===== config.mk =====
export PLATFORM = sky130hd
export DESIGN_NAME = vertex_pack
export DESIGN_NICKNAME = d
export VERILOG_FILES = /design/src/rtl/gpu_pkg.sv /design/src/rtl/vertex_pack.sv
export SDC_FILE = /design/constraint.sdc
export NUM_CORES = 2
export LEC_CHECK = 0
export CAP_MARGIN = 20
export CORE_MARGIN = 2
export CORE_UTILIZATION = 40
export DETAILED_ROUTE_END_ITERATION = 16
export GPL_TIMING_DRIVEN = 0
export HOLD_SLACK_MARGIN = 0.12
export SETUP_SLACK_MARGIN = 0.4
export SYNTH_ARGS = -nofsm -noshare
export SYNTH_HDL_FRONTEND = slang
export SYNTH_SLANG_ARGS = --single-unit

===== constraint.sdc =====
create_clock -name clk -period 4.05 [get_ports clk]
set_clock_uncertainty 0.05 [all_clocks]
set_input_delay 0.405 -clock clk [delete_from_list [all_inputs] [get_ports clk]]
set_output_delay 0.405 -clock clk [all_outputs]
set_load 0.05 [all_outputs]

===== src/rtl/gpu_pkg.sv =====
// rtl/gpu_pkg.sv - shared triangle bus widths, slot indices and pack FSM states
package gpu_pkg;

  localparam int WORD_W        = 32;
  localparam int WORDS_PER_TRI = 15;
  localparam int COORD_W       = 10;
  localparam int IDX_W         = $clog2(WORDS_PER_TRI);

  // Vertex coordinate slots within a triangle bundle; attributes follow
  localparam int VERTEX_SLOT_V0X = 0;
  localparam int VERTEX_SLOT_V0Y = 1;
  localparam int VERTEX_SLOT_V1X = 2;
  localparam int VERTEX_SLOT_V1Y = 3;
  localparam int VERTEX_SLOT_V2X = 4;
  localparam int VERTEX_SLOT_V2Y = 5;

  typedef logic [WORD_W*WORDS_PER_TRI-1:0] tri_bus_t;

  typedef enum logic {
    FILL = 1'b0,
    HELD = 1'b1
  } pack_state_e;

endpackage


===== src/rtl/vertex_pack.sv =====
// rtl/vertex_pack.sv - assembles a vertex word stream into flat triangle bundles
module vertex_pack
  import gpu_pkg::*;
(
  input  logic              clk,
  input  logic              rst_n,
  input  logic              s_valid,
  output logic              s_ready,
  input  logic [WORD_W-1:0] s_data,
  input  logic              s_last,
  output logic              tri_valid,
  input  logic              tri_ready,
  output tri_bus_t          tri_data,
  output logic [15:0]       tri_count,
  output logic              err_short,
  output logic              err_long,
  output logic              coord_ovf
);

  localparam logic [IDX_W-1:0] LAST_IDX  = IDX_W'(WORDS_PER_TRI - 1);
  localparam logic [IDX_W-1:0] COORD_MAX = IDX_W'(VERTEX_SLOT_V2Y);

  pack_state_e      state_q, state_d;
  logic [IDX_W-1:0] idx_q, idx_d;
  tri_bus_t         asm_q, asm_d;
  tri_bus_t         data_q, data_d;
  logic             valid_q, valid_d;
  logic [15:0]      count_q, count_d;
  logic             short_q, short_d;
  logic             long_q, long_d;
  logic             ovf_q, ovf_d;

  logic             accept;
  logic             out_free;
  logic             complete;
  tri_bus_t         asm_word;

  // A coordinate fits when every bit from the sign bit of COORD_W upward agrees
  function automatic logic coord_fits(input logic [WORD_W-1:0] w);
    logic [WORD_W-COORD_W:0] top;
    top = w[WORD_W-1:COORD_W-1];
    return (top == '0) || (&top);
  endfunction

  assign s_ready   = (state_q == FILL);
  assign tri_valid = valid_q;
  assign tri_data  = data_q;
  assign tri_count = count_q;
  assign err_short = short_q;
  assign err_long  = long_q;
  assign coord_ovf = ovf_q;

  // Next-state: word placement, bundle completion, output handoff and error pulses
  always_comb begin
    state_d  = state_q;
    idx_d    = idx_q;
    asm_d    = asm_q;
    data_d   = data_q;
    valid_d  = valid_q;
    count_d  = count_q;
    short_d  = 1'b0;
    long_d   = 1'b0;
    ovf_d    = 1'b0;
    accept   = s_valid && (state_q == FILL);
    out_free = !valid_q || tri_ready;
    complete = 1'b0;
    asm_word = asm_q;
    asm_word[int'(idx_q)*WORD_W +: WORD_W] = s_data;

    if (valid_q && tri_ready) begin
      valid_d = 1'b0;
      count_d = count_q + 16'd1;
    end

    case (state_q)
      FILL: begin
        if (accept) begin
          complete = s_last || (idx_q == LAST_IDX);
          short_d  = s_last && (idx_q != LAST_IDX);
          long_d   = !s_last && (idx_q == LAST_IDX);
          ovf_d    = (idx_q <= COORD_MAX) && !coord_fits(s_data);
          if (complete) begin
            // Unwritten upper slots are already zero since the assembly reg starts clear
            idx_d = '0;
            if (out_free) begin
              data_d  = asm_word;
              valid_d = 1'b1;
              asm_d   = '0;
            end else begin
              asm_d   = asm_word;
              state_d = HELD;
            end
          end else begin
            idx_d = idx_q + 1'b1;
            asm_d = asm_word;
          end
        end
      end
      HELD: begin
        // Output is occupied here, so tri_ready means the current bundle leaves this edge
        if (tri_ready) begin
          data_d  = asm_q;
          valid_d = 1'b1;
          asm_d   = '0;
          idx_d   = '0;
          state_d = FILL;
        end
      end
      default: state_d = FILL;
    endcase
  end

  // State registers with asynchronous reset
  always_ff @(posedge clk or negedge rst_n) begin
    if (!rst_n) begin
      state_q <= FILL;
      idx_q   <= '0;
      asm_q   <= '0;
      data_q  <= '0;
      valid_q <= 1'b0;
      count_q <= '0;
      short_q <= 1'b0;
      long_q  <= 1'b0;
      ovf_q   <= 1'b0;
    end else begin
      state_q <= state_d;
      idx_q   <= idx_d;
      asm_q   <= asm_d;
      data_q  <= data_d;
      valid_q <= valid_d;
      count_q <= count_d;
      short_q <= short_d;
      long_q  <= long_d;
      ovf_q   <= ovf_d;
    end
  end

endmodule


==> metrics.txt <==
Ports 538; vias in the first global route 34,100; max incr delay on CP 0.57 ns; Routed WL 173,000 um; Arr. time, crit path 4.10 ns; die width 328 um; Final #Nets 4,491; startpoint type of the worst setup path flip-flop; fmax 284 MHz; Root Buffer clkbuf_16; Yosys cell types between 60 and 70; Seq/Total Area, Yosys 0.586; slowest cell on the critical path nor2_2; CTS tree built; drt wl/cell 29.2 um; power share of the combinational group 0.155; clk buf depth 3; Post-Synthesis Cell Area 0.0421 sq mm; post-synth net total 3,801; Post-synth top flop dfrtp_1; dpl hpwl 122,000 um; Critical Path End Type flip-flop; CTS buffer count 106; worst skew pair latency 0.70 ns; Worst EP required 4.62 ns; CTS sink cnt 985; Initial DRT Pass Iterations 6; RSZ-0062 raised after global routing false; Syn Inst Count 3,756; dpl cell area between 0.04 and 0.05 sq mm; first-pass GRT wire length 246,000 um; TNS Setup 0 ns; status completed; fin. max-slew vios 0; CP cell instances clkbuf_2 > clkbuf_4 > inv_1 > ha_2 > buf_4 > xnor2_4 > nand2_1 > nor2_2 > clkbuf_1 > a22o_1; switching share of power 0.296; via-per-instance ratio around 5.8; H-tree depth 3; WHS 0.163 ns; min Tclk post-route 3.53 ns; Placer Congestion 0.967; worst r2r path cells 10; Finished Cell Area 0.0540 sq mm; remaining antenna violation count 0; Slew HR 0.189; antenna violations before repair 22; Syn. warnings 0; Remaining Overflow, GRT 0; Leakage 0.0235 uW; largest net degree at the start of global routing 168; die height 328 um; commonest non-fill, non-tap cells in the layout 984 x dfrtp_1, 534 x nand2_1, 534 x clkdlybuf4s50_1; internal power component 17,000 uW; Layout fillers approximately 9,400; clock power share 0.420; Yosys reg bits 985; Synth async-reset ratio 1.00; core region area 0.104 sq mm; Rows between 100 and 150; synth-to-layout area growth 28.4%; Worst Tran Pin Value 1.21 ns; critical path type flip-flop to flip-flop; die area roughly 0.11 sq mm; CP max FO 10; Vias 34,500; total power 24,100 uW; max-cap viol count 0; Post-synth EDFFs 0; crit share post-route 0.871; peak supply drop 0.364 mV; dpl cells around 5,700; share of layout cells above drive strength 1 0.108; drt initial violations about 3,500; sequential share of power 0.425; Clk pin slew, worst setup/hold paths 0.06 ns; Final Non-Filler Cells between 5,000 and 6,000; GRT Overall Usage 0.315; final hold violations 0; Post-Syn Area per Cell 11.2 sq um; Post-route DRC 0; Setup-failing EPs final 0; pwr dens between 400 and 500 mW/mm^2; NetSw 7130 uW; commonest non-fill, non-tap cell in the layout dfrtp_1; starting density of the core 0.405; port bufs 535; Worst Hold Class input pin to async pin
==> power groups by stage <==
stage / registers, uW / clock network (uW) / logic (uW)
floorplan: 10900 / 0 / 1330
global placement: 10500 / 0 / 3480
detailed placement: 10400 / 0 / 3550
CTS: 10300 / 10200 / 3650
global route: 10300 / 10600 / 3910
finish: 10200 / 10100 / 3740
==> registers in the layout (all words and copies together), names as in the netlist <==
register / cells
coord_ovf: 1
tri_data: 480
tri_count: 16
err_short: 1
idx_q: 4
state_q: 1
asm_q: 480
tri_valid: 1
err_long: 1
==> synth_stat cells (22+ instances only) <==
library cell	number	area (sq um)
mux2i_1	358	3580
nand2_1	535	2010
buf_2	121	606
nor3b_1	32	240
buf_1	32	120
nor2_1	44	165
nand4b_1	32	280
and2_1	63	394
clkbuf_1	221	830
o21ai_1	22	110
a31oi_1	32	200
a221o_1	61	611
and3_1	71	444
a22o_1	254	2220
o21ai_0	445	2230
nand3_1	112	561
o2bb2ai_1	160	1400
o211ai_1	35	263
dfrtp_1	985	24600
==> worst paths after layout <==
path,start,to,slack (ns)
setup / recovery,idx_q[0],asm_q[63],0.52
hold / removal,rst_n,tri_data[112],0.16
setup reg to reg,idx_q[0],asm_q[63],0.52
hold reg to reg,tri_data[52],tri_data[52],0.43
max in group asynchronous,rst_n,tri_data[275],1.79
min in group clk,s_last,err_short,0.33
==> logic make-up (layout without fill, tap and decap cells) <==
group | after synthesis | in the layout | synth area share
AOI/OAI and AO/OA | 1045 | 1045 | 0.175
xor gates and xnor gates | 17 | 17 | 0.00390
adders and majority gates | 8 | 8 | 0.00238
buffers and inverters | 387 | 1159 | 0.0390
DFF | 985 | 985 | 0.586
muxes | 361 | 361 | 0.0860
other | 0 | 12 | 0
and+or+nand+nor | 953 | 953 | 0.108
==> layout make-up <==
type	count	area, sq um	area share
flip-flops and latches	985	24600	0.456
multi-input cells	2384	16200	0.299
repair buffers	582	6030	0.112
clock buffers	159	3180	0.0588
plain buffers	381	1810	0.0334
well taps	1380	1730	0.0320
clock inverters	31	420	0.00778
diodes	12	30.0	0.000556
inverters	6	22.5	0.000417
==> worst max-delay path, delay by kind of cell, from the launching register on <==
kind            cells  cell delay (ns)
buf+inv             5             1.28
flops               1             0.39
fa+ha+maj           1             0.22
compound gates      1             0.23
xor+xnor            1             0.33
simple gates        2             0.93
==> routing by layer <==
| layer | track usage | up-vias | routed length (um) |
|---|---|---|---|
| met1 | 0.427 | 17700 | 71700 |
| met4 | 0.129 | 8 | 7330 |
| met5 | 0 | - | 48 |
| met3 | 0.0848 | 300 | 15300 |
| met2 | 0.480 | 1509 | 78300 |
| li1 | - | 15000 | - |
==> through the flow <==
step / setup slack [ns] / utilization
CTS: 0.365 / 0.516
finish: 0.524 / 0.520
global route: 0.432 / 0.520
detailed placement: -1.17 / 0.477
global placement: -43.37 / 0.473
floorplan: 0.906 / -
==> what timing repair did <==
item	4_1_cts	5_1_grt
gates resized for setup	102	90
pin swaps	6	8
hold buffers	2	0
buffers inserted	8	16
hold endpoints to repair	138	0
endpoints found under the setup margin	961	879
Note: power is estimated with default switching activity, not from simulation.
